## src/rtl/selftest_pkg.sv

```systemverilog
// Shared encodings for the self-test sequencer: top-level phases, check sub-states
// and check-entry kinds.
package selftest_pkg;

  typedef enum logic [2:0] {
    ST_IDLE,
    ST_LOAD,
    ST_HOLD,
    ST_RUN,
    ST_CHECK,
    ST_DONE
  } state_t;

  typedef enum logic [1:0] {
    CK_FETCH,
    CK_REQ,
    CK_WAIT
  } chk_state_t;

  localparam logic CHK_REG = 1'b0;
  localparam logic CHK_MEM = 1'b1;

endpackage

```

## src/rtl/selftest_if.sv

```systemverilog
// Check-table read port plus core debug read port used during the CHECK phase.
interface selftest_if #(
  parameter int XLEN = 32,
  parameter int CAW  = 3
);
  logic [CAW-1:0]  chk_addr;
  logic            chk_is_mem;
  logic [XLEN-1:0] chk_index;
  logic [XLEN-1:0] chk_expect;
  logic            dbg_req;
  logic            dbg_is_mem;
  logic [XLEN-1:0] dbg_addr;
  logic [XLEN-1:0] dbg_rdata;
  logic            dbg_valid;

  modport master (
    output chk_addr, dbg_req, dbg_is_mem, dbg_addr,
    input  chk_is_mem, chk_index, chk_expect, dbg_rdata, dbg_valid
  );

  modport slave (
    input  chk_addr, dbg_req, dbg_is_mem, dbg_addr,
    output chk_is_mem, chk_index, chk_expect, dbg_rdata, dbg_valid
  );
endinterface

```

## src/rtl/selftest_checker.sv

```systemverilog
// Walks the check table: fetch entry, issue one debug read, wait (bounded) for the
// readback and report a per-entry pass/fail strobe to the sequencer.
module selftest_checker
  import selftest_pkg::*;
#(
  parameter int  XLEN        = 32,
  parameter int  NUM_CHECKS  = 8,
  parameter int  DBG_TIMEOUT = 16,
  localparam int CAW         = $clog2(NUM_CHECKS)
) (
  input  logic           clk,
  input  logic           rst_n,
  input  logic           i_start,
  selftest_if.master     bus,
  output logic           o_res_valid,
  output logic           o_res_fail,
  output logic           o_res_last,
  output logic [CAW-1:0] o_res_idx
);

  localparam int TW = $clog2(DBG_TIMEOUT + 1);

  chk_state_t      r_state;
  logic            r_active;
  logic [CAW-1:0]  r_idx;
  logic [TW-1:0]   r_to;
  logic [XLEN-1:0] r_expect;
  logic            r_req;
  logic            r_is_mem;
  logic [XLEN-1:0] r_dbg_addr;
  logic            r_res_valid;
  logic            r_res_fail;
  logic            r_res_last;
  logic [CAW-1:0]  r_res_idx;
  logic            w_got;
  logic            w_tmo;
  logic            w_last;

  function automatic logic [XLEN-1:0] dbg_addr_of(input logic is_mem,
                                                  input logic [XLEN-1:0] idx);
    case (is_mem)
      CHK_MEM: dbg_addr_of = idx >> 2;
      CHK_REG: dbg_addr_of = XLEN'(idx[4:0]);
      default: dbg_addr_of = '0;
    endcase
  endfunction

  // r_to==0 is the request cycle itself, where a readback is not accepted.
  assign w_got  = (r_state == CK_WAIT) && (r_to != '0) && bus.dbg_valid;
  assign w_tmo  = (r_state == CK_WAIT) && !w_got && (r_to == TW'(DBG_TIMEOUT));
  assign w_last = (r_idx == CAW'(NUM_CHECKS - 1));

  always_ff @(posedge clk or negedge rst_n) begin
    if (!rst_n) begin
      r_state     <= CK_FETCH;
      r_active    <= 1'b0;
      r_idx       <= '0;
      r_to        <= '0;
      r_expect    <= '0;
      r_req       <= 1'b0;
      r_is_mem    <= 1'b0;
      r_dbg_addr  <= '0;
      r_res_valid <= 1'b0;
      r_res_fail  <= 1'b0;
      r_res_last  <= 1'b0;
      r_res_idx   <= '0;
    end else begin
      r_req       <= 1'b0;
      r_res_valid <= 1'b0;
      if (i_start) begin
        r_active <= 1'b1;
        r_idx    <= '0;
        r_state  <= CK_FETCH;
      end else begin
        case (r_state)
          CK_FETCH: if (r_active) r_state <= CK_REQ;
          CK_REQ: begin
            r_req      <= 1'b1;
            r_is_mem   <= bus.chk_is_mem;
            r_dbg_addr <= dbg_addr_of(bus.chk_is_mem, bus.chk_index);
            r_expect   <= bus.chk_expect;
            r_to       <= '0;
            r_state    <= CK_WAIT;
          end
          CK_WAIT: begin
            if (w_got || w_tmo) begin
              r_res_valid <= 1'b1;
              r_res_fail  <= w_tmo || (bus.dbg_rdata != r_expect);
              r_res_idx   <= r_idx;
              r_res_last  <= w_last;
              r_state     <= CK_FETCH;
              if (w_last) r_active <= 1'b0;
              else        r_idx    <= r_idx + 1'b1;
            end else begin
              r_to <= r_to + 1'b1;
            end
          end
          default: r_state <= CK_FETCH;
        endcase
      end
    end
  end

  assign bus.chk_addr   = r_idx;
  assign bus.dbg_req    = r_req;
  assign bus.dbg_is_mem = r_is_mem;
  assign bus.dbg_addr   = r_dbg_addr;
  assign o_res_valid    = r_res_valid;
  assign o_res_fail     = r_res_fail;
  assign o_res_last     = r_res_last;
  assign o_res_idx      = r_res_idx;

endmodule

```

## src/rtl/selftest_ctrl.sv

```systemverilog
// Self-test sequencer: load program image, hold/release core reset, then check results.
// Build option SELFTEST_EARLY_EXIT_EN adds core_halted early exit and run_cycles_used.
module selftest_ctrl
  import selftest_pkg::*;
#(
  parameter int  XLEN        = 32,
  parameter int  PROG_DEPTH  = 256,
  parameter int  NUM_CHECKS  = 8,
  parameter int  RUN_CYCLES  = 60,
  parameter int  RESET_HOLD  = 2,
  parameter int  DBG_TIMEOUT = 16,
  localparam int PAW         = $clog2(PROG_DEPTH),
  localparam int CAW         = $clog2(NUM_CHECKS),
  localparam int EW          = $clog2(NUM_CHECKS + 1),
  localparam int RW          = $clog2(RUN_CYCLES + 1)
) (
  input  logic            clk,
  input  logic            rst_n,
  input  logic            i_start,
  output logic [PAW-1:0]  o_prog_addr,
  input  logic [XLEN-1:0] i_prog_rdata,
  output logic            o_imem_we,
  output logic [PAW-1:0]  o_imem_addr,
  output logic [XLEN-1:0] o_imem_wdata,
  output logic            o_core_rst,
  selftest_if.master      bus,
`ifdef SELFTEST_EARLY_EXIT_EN
  input  logic            i_core_halted,
  output logic [RW-1:0]   o_run_cycles_used,
`endif
  output logic            o_busy,
  output logic            o_done,
  output logic            o_pass,
  output logic [EW-1:0]   o_err_count,
  output logic [CAW-1:0]  o_first_fail
);

  localparam int HW = $clog2(RESET_HOLD + 1);
  localparam int CW = (RW > HW) ? RW : HW;

  state_t         r_state;
  logic [CW-1:0]  r_cnt;
  logic           r_pa_valid;
  logic [PAW-1:0] r_prog_addr;
  logic           r_imem_we;
  logic [PAW-1:0] r_imem_addr;
  logic           r_core_rst;
  logic           r_busy;
  logic           r_done;
  logic           r_pass;
  logic [EW-1:0]  r_err;
  logic [CAW-1:0] r_ff;
  logic [RW-1:0]  r_used;
  logic           w_halt;
  logic           w_run_end;
  logic           w_res_valid;
  logic           w_res_fail;
  logic           w_res_last;
  logic [CAW-1:0] w_res_idx;

`ifdef SELFTEST_EARLY_EXIT_EN
  assign w_halt            = i_core_halted;
  assign o_run_cycles_used = r_used;
`else
  assign w_halt = 1'b0;
`endif

  assign w_run_end = (r_state == ST_RUN) && (w_halt || (r_cnt == CW'(RUN_CYCLES - 1)));

  selftest_checker #(
    .XLEN       (XLEN),
    .NUM_CHECKS (NUM_CHECKS),
    .DBG_TIMEOUT(DBG_TIMEOUT)
  ) u_checker (
    .clk        (clk),
    .rst_n      (rst_n),
    .i_start    (w_run_end),
    .bus        (bus),
    .o_res_valid(w_res_valid),
    .o_res_fail (w_res_fail),
    .o_res_last (w_res_last),
    .o_res_idx  (w_res_idx)
  );

  always_ff @(posedge clk or negedge rst_n) begin
    if (!rst_n) begin
      r_state     <= ST_IDLE;
      r_cnt       <= '0;
      r_pa_valid  <= 1'b0;
      r_prog_addr <= '0;
      r_imem_we   <= 1'b0;
      r_imem_addr <= '0;
      r_core_rst  <= 1'b1;
      r_busy      <= 1'b0;
      r_done      <= 1'b0;
      r_pass      <= 1'b0;
      r_err       <= '0;
      r_ff        <= '0;
      r_used      <= '0;
    end else begin
      case (r_state)
        ST_IDLE: begin
          r_core_rst <= 1'b1;
          if (i_start) begin
            r_done      <= 1'b0;
            r_pass      <= 1'b0;
            r_err       <= '0;
            r_ff        <= '0;
            r_used      <= '0;
            r_busy      <= 1'b1;
            r_prog_addr <= '0;
            r_pa_valid  <= 1'b1;
            r_state     <= ST_LOAD;
          end
        end
        // Writes trail the ROM address by one cycle; the final cycle drains the last word.
        ST_LOAD: begin
          r_imem_we   <= r_pa_valid;
          r_imem_addr <= r_prog_addr;
          if (r_pa_valid) begin
            if (r_prog_addr == PAW'(PROG_DEPTH - 1)) r_pa_valid  <= 1'b0;
            else                                     r_prog_addr <= r_prog_addr + 1'b1;
          end else begin
            r_prog_addr <= '0;
            r_cnt       <= '0;
            r_state     <= ST_HOLD;
          end
        end
        ST_HOLD: begin
          if (r_cnt == CW'(RESET_HOLD - 1)) begin
            r_cnt      <= '0;
            r_core_rst <= 1'b0;
            r_state    <= ST_RUN;
          end else begin
            r_cnt <= r_cnt + 1'b1;
          end
        end
        ST_RUN: begin
          if (w_run_end) begin
            r_core_rst <= 1'b1;
            r_used     <= RW'(r_cnt) + RW'(1);
            r_state    <= ST_CHECK;
          end else begin
            r_cnt <= r_cnt + 1'b1;
          end
        end
        ST_CHECK: begin
          if (w_res_valid) begin
            if (w_res_fail) begin
              r_err <= r_err + 1'b1;
              if (r_err == '0) r_ff <= w_res_idx;
            end
            if (w_res_last) r_state <= ST_DONE;
          end
        end
        ST_DONE: begin
          r_done     <= 1'b1;
          r_pass     <= (r_err == '0);
          r_busy     <= 1'b0;
          r_core_rst <= 1'b1;
          r_state    <= ST_IDLE;
        end
        default: r_state <= ST_IDLE;
      endcase
    end
  end

  // ROM data arrives one cycle after its address, aligned with the registered write strobe.
  assign o_imem_wdata = i_prog_rdata;
  assign o_prog_addr  = r_prog_addr;
  assign o_imem_we    = r_imem_we;
  assign o_imem_addr  = r_imem_addr;
  assign o_core_rst   = r_core_rst;
  assign o_busy       = r_busy;
  assign o_done       = r_done;
  assign o_pass       = r_pass;
  assign o_err_count  = r_err;
  assign o_first_fail = r_ff;

endmodule

```

## src/flat_wrapper.sv

```systemverilog
// flat-port wrapper written by rule: the top's interface ports become plain ports
module selftest_ctrl_flat import selftest_pkg::*;
#(
  parameter int  XLEN        = 32,
  parameter int  PROG_DEPTH  = 256,
  parameter int  NUM_CHECKS  = 8,
  parameter int  RUN_CYCLES  = 60,
  parameter int  RESET_HOLD  = 2,
  parameter int  DBG_TIMEOUT = 16,
  localparam int PAW         = $clog2(PROG_DEPTH),
  localparam int CAW         = $clog2(NUM_CHECKS),
  localparam int EW          = $clog2(NUM_CHECKS + 1),
  localparam int RW          = $clog2(RUN_CYCLES + 1)
)
  (clk, rst_n, i_start, o_prog_addr, i_prog_rdata, o_imem_we, o_imem_addr, o_imem_wdata, o_core_rst, o_busy, o_done, o_pass, o_err_count, o_first_fail, bus_chk_addr, bus_dbg_req, bus_dbg_is_mem, bus_dbg_addr, bus_chk_is_mem, bus_chk_index, bus_chk_expect, bus_dbg_rdata, bus_dbg_valid);
  selftest_if #(.XLEN(XLEN), .CAW(3)) bus_i ();
  input  logic clk;
  input  logic rst_n;
  input  logic i_start;
  output logic [PAW-1:0] o_prog_addr;
  input  logic [XLEN-1:0] i_prog_rdata;
  output logic o_imem_we;
  output logic [PAW-1:0] o_imem_addr;
  output logic [XLEN-1:0] o_imem_wdata;
  output logic o_core_rst;
  output logic o_busy;
  output logic o_done;
  output logic o_pass;
  output logic [EW-1:0] o_err_count;
  output logic [CAW-1:0] o_first_fail;
  output wire logic [$bits(bus_i.chk_addr)-1:0] bus_chk_addr;
  output wire logic [$bits(bus_i.dbg_req)-1:0] bus_dbg_req;
  output wire logic [$bits(bus_i.dbg_is_mem)-1:0] bus_dbg_is_mem;
  output wire logic [$bits(bus_i.dbg_addr)-1:0] bus_dbg_addr;
  input wire logic [$bits(bus_i.chk_is_mem)-1:0] bus_chk_is_mem;
  input wire logic [$bits(bus_i.chk_index)-1:0] bus_chk_index;
  input wire logic [$bits(bus_i.chk_expect)-1:0] bus_chk_expect;
  input wire logic [$bits(bus_i.dbg_rdata)-1:0] bus_dbg_rdata;
  input wire logic [$bits(bus_i.dbg_valid)-1:0] bus_dbg_valid;
  assign bus_chk_addr = bus_i.chk_addr;
  assign bus_dbg_req = bus_i.dbg_req;
  assign bus_dbg_is_mem = bus_i.dbg_is_mem;
  assign bus_dbg_addr = bus_i.dbg_addr;
  assign bus_i.chk_is_mem = bus_chk_is_mem;
  assign bus_i.chk_index = bus_chk_index;
  assign bus_i.chk_expect = bus_chk_expect;
  assign bus_i.dbg_rdata = bus_dbg_rdata;
  assign bus_i.dbg_valid = bus_dbg_valid;
  selftest_ctrl #(.XLEN(XLEN), .PROG_DEPTH(PROG_DEPTH), .NUM_CHECKS(NUM_CHECKS), .RUN_CYCLES(RUN_CYCLES), .RESET_HOLD(RESET_HOLD), .DBG_TIMEOUT(DBG_TIMEOUT)) u_core (.clk(clk), .rst_n(rst_n), .i_start(i_start), .o_prog_addr(o_prog_addr), .i_prog_rdata(i_prog_rdata), .o_imem_we(o_imem_we), .o_imem_addr(o_imem_addr), .o_imem_wdata(o_imem_wdata), .o_core_rst(o_core_rst), .bus(bus_i), .o_busy(o_busy), .o_done(o_done), .o_pass(o_pass), .o_err_count(o_err_count), .o_first_fail(o_first_fail));
endmodule
```

## config.mk

```make
export PLATFORM = sky130hd
export DESIGN_NAME = selftest_ctrl_flat
export DESIGN_NICKNAME = d
export VERILOG_FILES = /design/src/rtl/selftest_pkg.sv /design/src/rtl/selftest_if.sv /design/src/rtl/selftest_checker.sv /design/src/rtl/selftest_ctrl.sv /design/src/flat_wrapper.sv
export SDC_FILE = /design/constraint.sdc
export NUM_CORES = 1
export LEC_CHECK = 0
export ABC_AREA = 1
export CORE_AREA = 4 4 130 132
export CTS_CLUSTER_DIAMETER = 150
export DETAILED_ROUTE_END_ITERATION = 8
export DIE_AREA = 0 0 134 136
export HOLD_SLACK_MARGIN = 0.12
export PLACE_DENSITY_LB_ADDON = 0.2
export SETUP_SLACK_MARGIN = 0.5
export SLEW_MARGIN = 20
export SYNTH_ARGS = -nofsm -noshare
export SYNTH_HDL_FRONTEND = slang
export SYNTH_SLANG_ARGS = --single-unit
```

## constraint.sdc

```tcl
create_clock -name clk -period 2.3 [get_ports clk]
set_input_delay 0.23 -clock clk [delete_from_list [all_inputs] [get_ports clk]]
set_output_delay 0.23 -clock clk [all_outputs]
set_load 0.05 [all_outputs]
```

==> flow_summary.toml <==
[run_status]
run_status = "finished, final reports clean"

[synthesis]
syn-instance-count = 794
synth_warnings = 0
avgSynthCellArea_um2 = 7.95
ys_seq_area_share_pct = 47.2
synth_area_um2 = 6310
synth_cell_types = 40
yosys_register_bits = 119

[placement]
portBuffers = 163
gp_congestion = 0.839
dpl.hpwl_um = 10500

[detailed_routing]
routed_wl_um = 15800
drt_pass1_iterations = 4
drc = 0
post_drt_wl_per_cell_um = 13.5
vias_per_cell = 4.51
drt.antenna.violating_nets = 0
via_count = 5279
drtIter0Drc = 348

[cts]
clk_path_buf_depth = 2
cts_tree = "built"
clkSinkCount = 119
clk_latency_ps = 420
root_buffer = "clkbuf_16"
cts_buffers = 17
cts_max_level = 4
path_clk_slew_ps = 60

[layout]
fin_nets = 1087
multi_input_area_um2 = 2520
antenna_cells = 0
mostFrequentLayoutCells = "nand2_1, dfrtp_1, inv_1"
fillCellCount = 1458
layout_commonest_cell = "nand2_1"
area_delta_synth_final_pct = 36.0
drive_above_1_share_pct = 10.5
seq_area_um2 = 2980

[die]
io-pin-count = 230
die_w_um = 134
start_util_pct = 40.2
core_um2 = 15700
rows = 46
die_y_um = 136
die_area_um2 = 18200

[setup_path]
crit_fanout = 1
required_ps = 2070
start_kind = "register"
critPathKind = "reg2out"
crit_chain = "clkdlybuf4s50_1"
slowest_stage = "clkdlybuf4s50_1"
crit_buf_inv = 1
cp_slowest_stage_delay_ps = 800
cp_top_family = "buffers and inverters"
critPathArrivalTime_ps = 1530
crit_path_end_kind = "output port"

[hold_path]
min_path_type = "in2async"

[grt]
antenna_found_initial = 0
grt_pass1_vias = 5004
grt_max_degree = 117
track_usage_pct = 16.8
grt_pass1_wl_um = 24400
overflow = 0

[pwr]
total_leakage_power_nw = 4.40
total_power_mw = 11.5
peakVddDrop_uv = 646
p_per_area_nw_per_um2 = 1340

[sta]
fin_crit_sh_pct = 76.5
period_needed_ps = 1760
hold_violations = 0
fin_skew_ps = 4.78
slew_headroom_pct = 55.5
finalSetupViolations = 0
tns_ps = 0
tightest_slew_ps = 667
grt_setup_unrepaired = "no"
drv_slew = 0
fmax_mhz = 568

[run]
cap_viol_max_count = 0
## repair_timing
action	CTS	global route
hold buffers	1	0
buffers inserted	0	7
endpoints found under the hold margin	118	0
pin swaps	0	3
gates resized for setup	64	18
endpoints found under the setup margin	81	92
cloned	0	4
## final cells by class
cell class	count	share of cell area, %
clock inverter	10	1.46
timing repair buffer	181	20.8
tap	216	3.15
inverter	111	4.93
multi-input combinational	511	29.4
clock buffer	22	5.53
sequential	119	34.7
## state kept, by name (all words and copies together) (netlist names), 2 cells and up
name / flops
u_core.o_err_count: 4
u_core.u_checker.r_to: 5
u_core.r_cnt: 6
u_core.u_checker.bus.dbg_addr: 30
u_core.o_first_fail: 3
u_core.o_imem_addr: 8
u_core.u_checker.r_expect: 32
u_core.r_state: 3
u_core.u_checker.r_state: 2
u_core.o_prog_addr: 8
u_core.u_checker.bus.chk_addr: 3
u_core.u_checker.o_res_idx: 3
## report_power, final
group | switching, mW | leakage, nW | internal (mW)
logic | 3.61 | 2.58 | 1.72
registers | 0.524 | 1.52 | 2.91
clock network | 0.916 | 0.303 | 1.77
total | 5.05 | 4.40 | 6.41
## synthesized netlist by cell type (all sizes together)
cell    number  area, um^2
o22ai        1        6.26
ha          13         163
o21ai       82         478
mux2i        1        10.0
or2          3        18.8
dfrtp      118        2950
a21oi        6        41.3
nor3         6        30.0
nand4        6        43.8
clkinv       1        5.00
dfstp        1        26.3
clkbuf       2        7.51
nor2        54         233
inv        110         413
o41ai        1        8.76
nor3b        1        7.51
conb         1        3.75
a31oi        2        12.5
nand2      257         970
buf         52         418
o21bai       2        26.3
nand3       61         323
nand3b       3        26.3
xor2        10        87.6
## logic make-up (layout without fill, tap and decap cells)
logic type      Yosys count  count (layout)  synth area share, %
xor+xnor                 10              10                 1.39
compound gates           94              94                 9.08
other cells               1               2               0.0594
fa+ha+maj                13              13                 2.58
simple gates            391             391                 26.2
mux                       1               1                0.159
flops                   119             119                 47.2
buf+inv                 165             324                 13.4
## routing by layer
metal | wire length, um | track usage, % | part of all wire, %
met1 | 7060 | 21.8 | 45
met3 | 1080 | 5.33 | 6.8
met4 | 194 | 5.49 | 1.2
met5 | 0 | 0 | 0
met2 | 7500 | 26.7 | 47
## final timing paths
check	from	to	slack [ps]	cells after the start
worst max-delay path	u_core.u_checker.bus.dbg_req	bus_dbg_req	540	1
worst min-delay path	rst_n	u_core.o_imem_addr[6]	150	2
worst max register to register	u_core.r_cnt[0]	u_core.u_checker.r_expect[7]	570	9
worst min register to register	u_core.o_imem_addr[6]	u_core.o_imem_addr[6]	470	2
max in group asynchronous	rst_n	u_core.u_checker.r_expect[4]	1310	3
min in group clk	bus_chk_expect[27]	u_core.u_checker.r_expect[27]	350	3
## through the flow
| step | hold WS (ps) | util [%] | cell area [um^2] | setup WS (ps) | cells |
|---|---|---|---|---|---|
| after detailed placement | 37.2 | 50.0 | 7860 | 440 | 1126 |
| final | 153 | 54.6 | 8580 | 541 | 1170 |
| after CTS | 130 | 53.5 | 8400 | 439 | 1159 |
| after global placement | 36.7 | 50.0 | 7860 | 504 | 1126 |
| after floorplan | -65.6 | - | 6320 | 625 | 795 |
| after global routing | 136 | 54.6 | 8580 | 487 | 1170 |
Power figures use the tool's default switching activity.
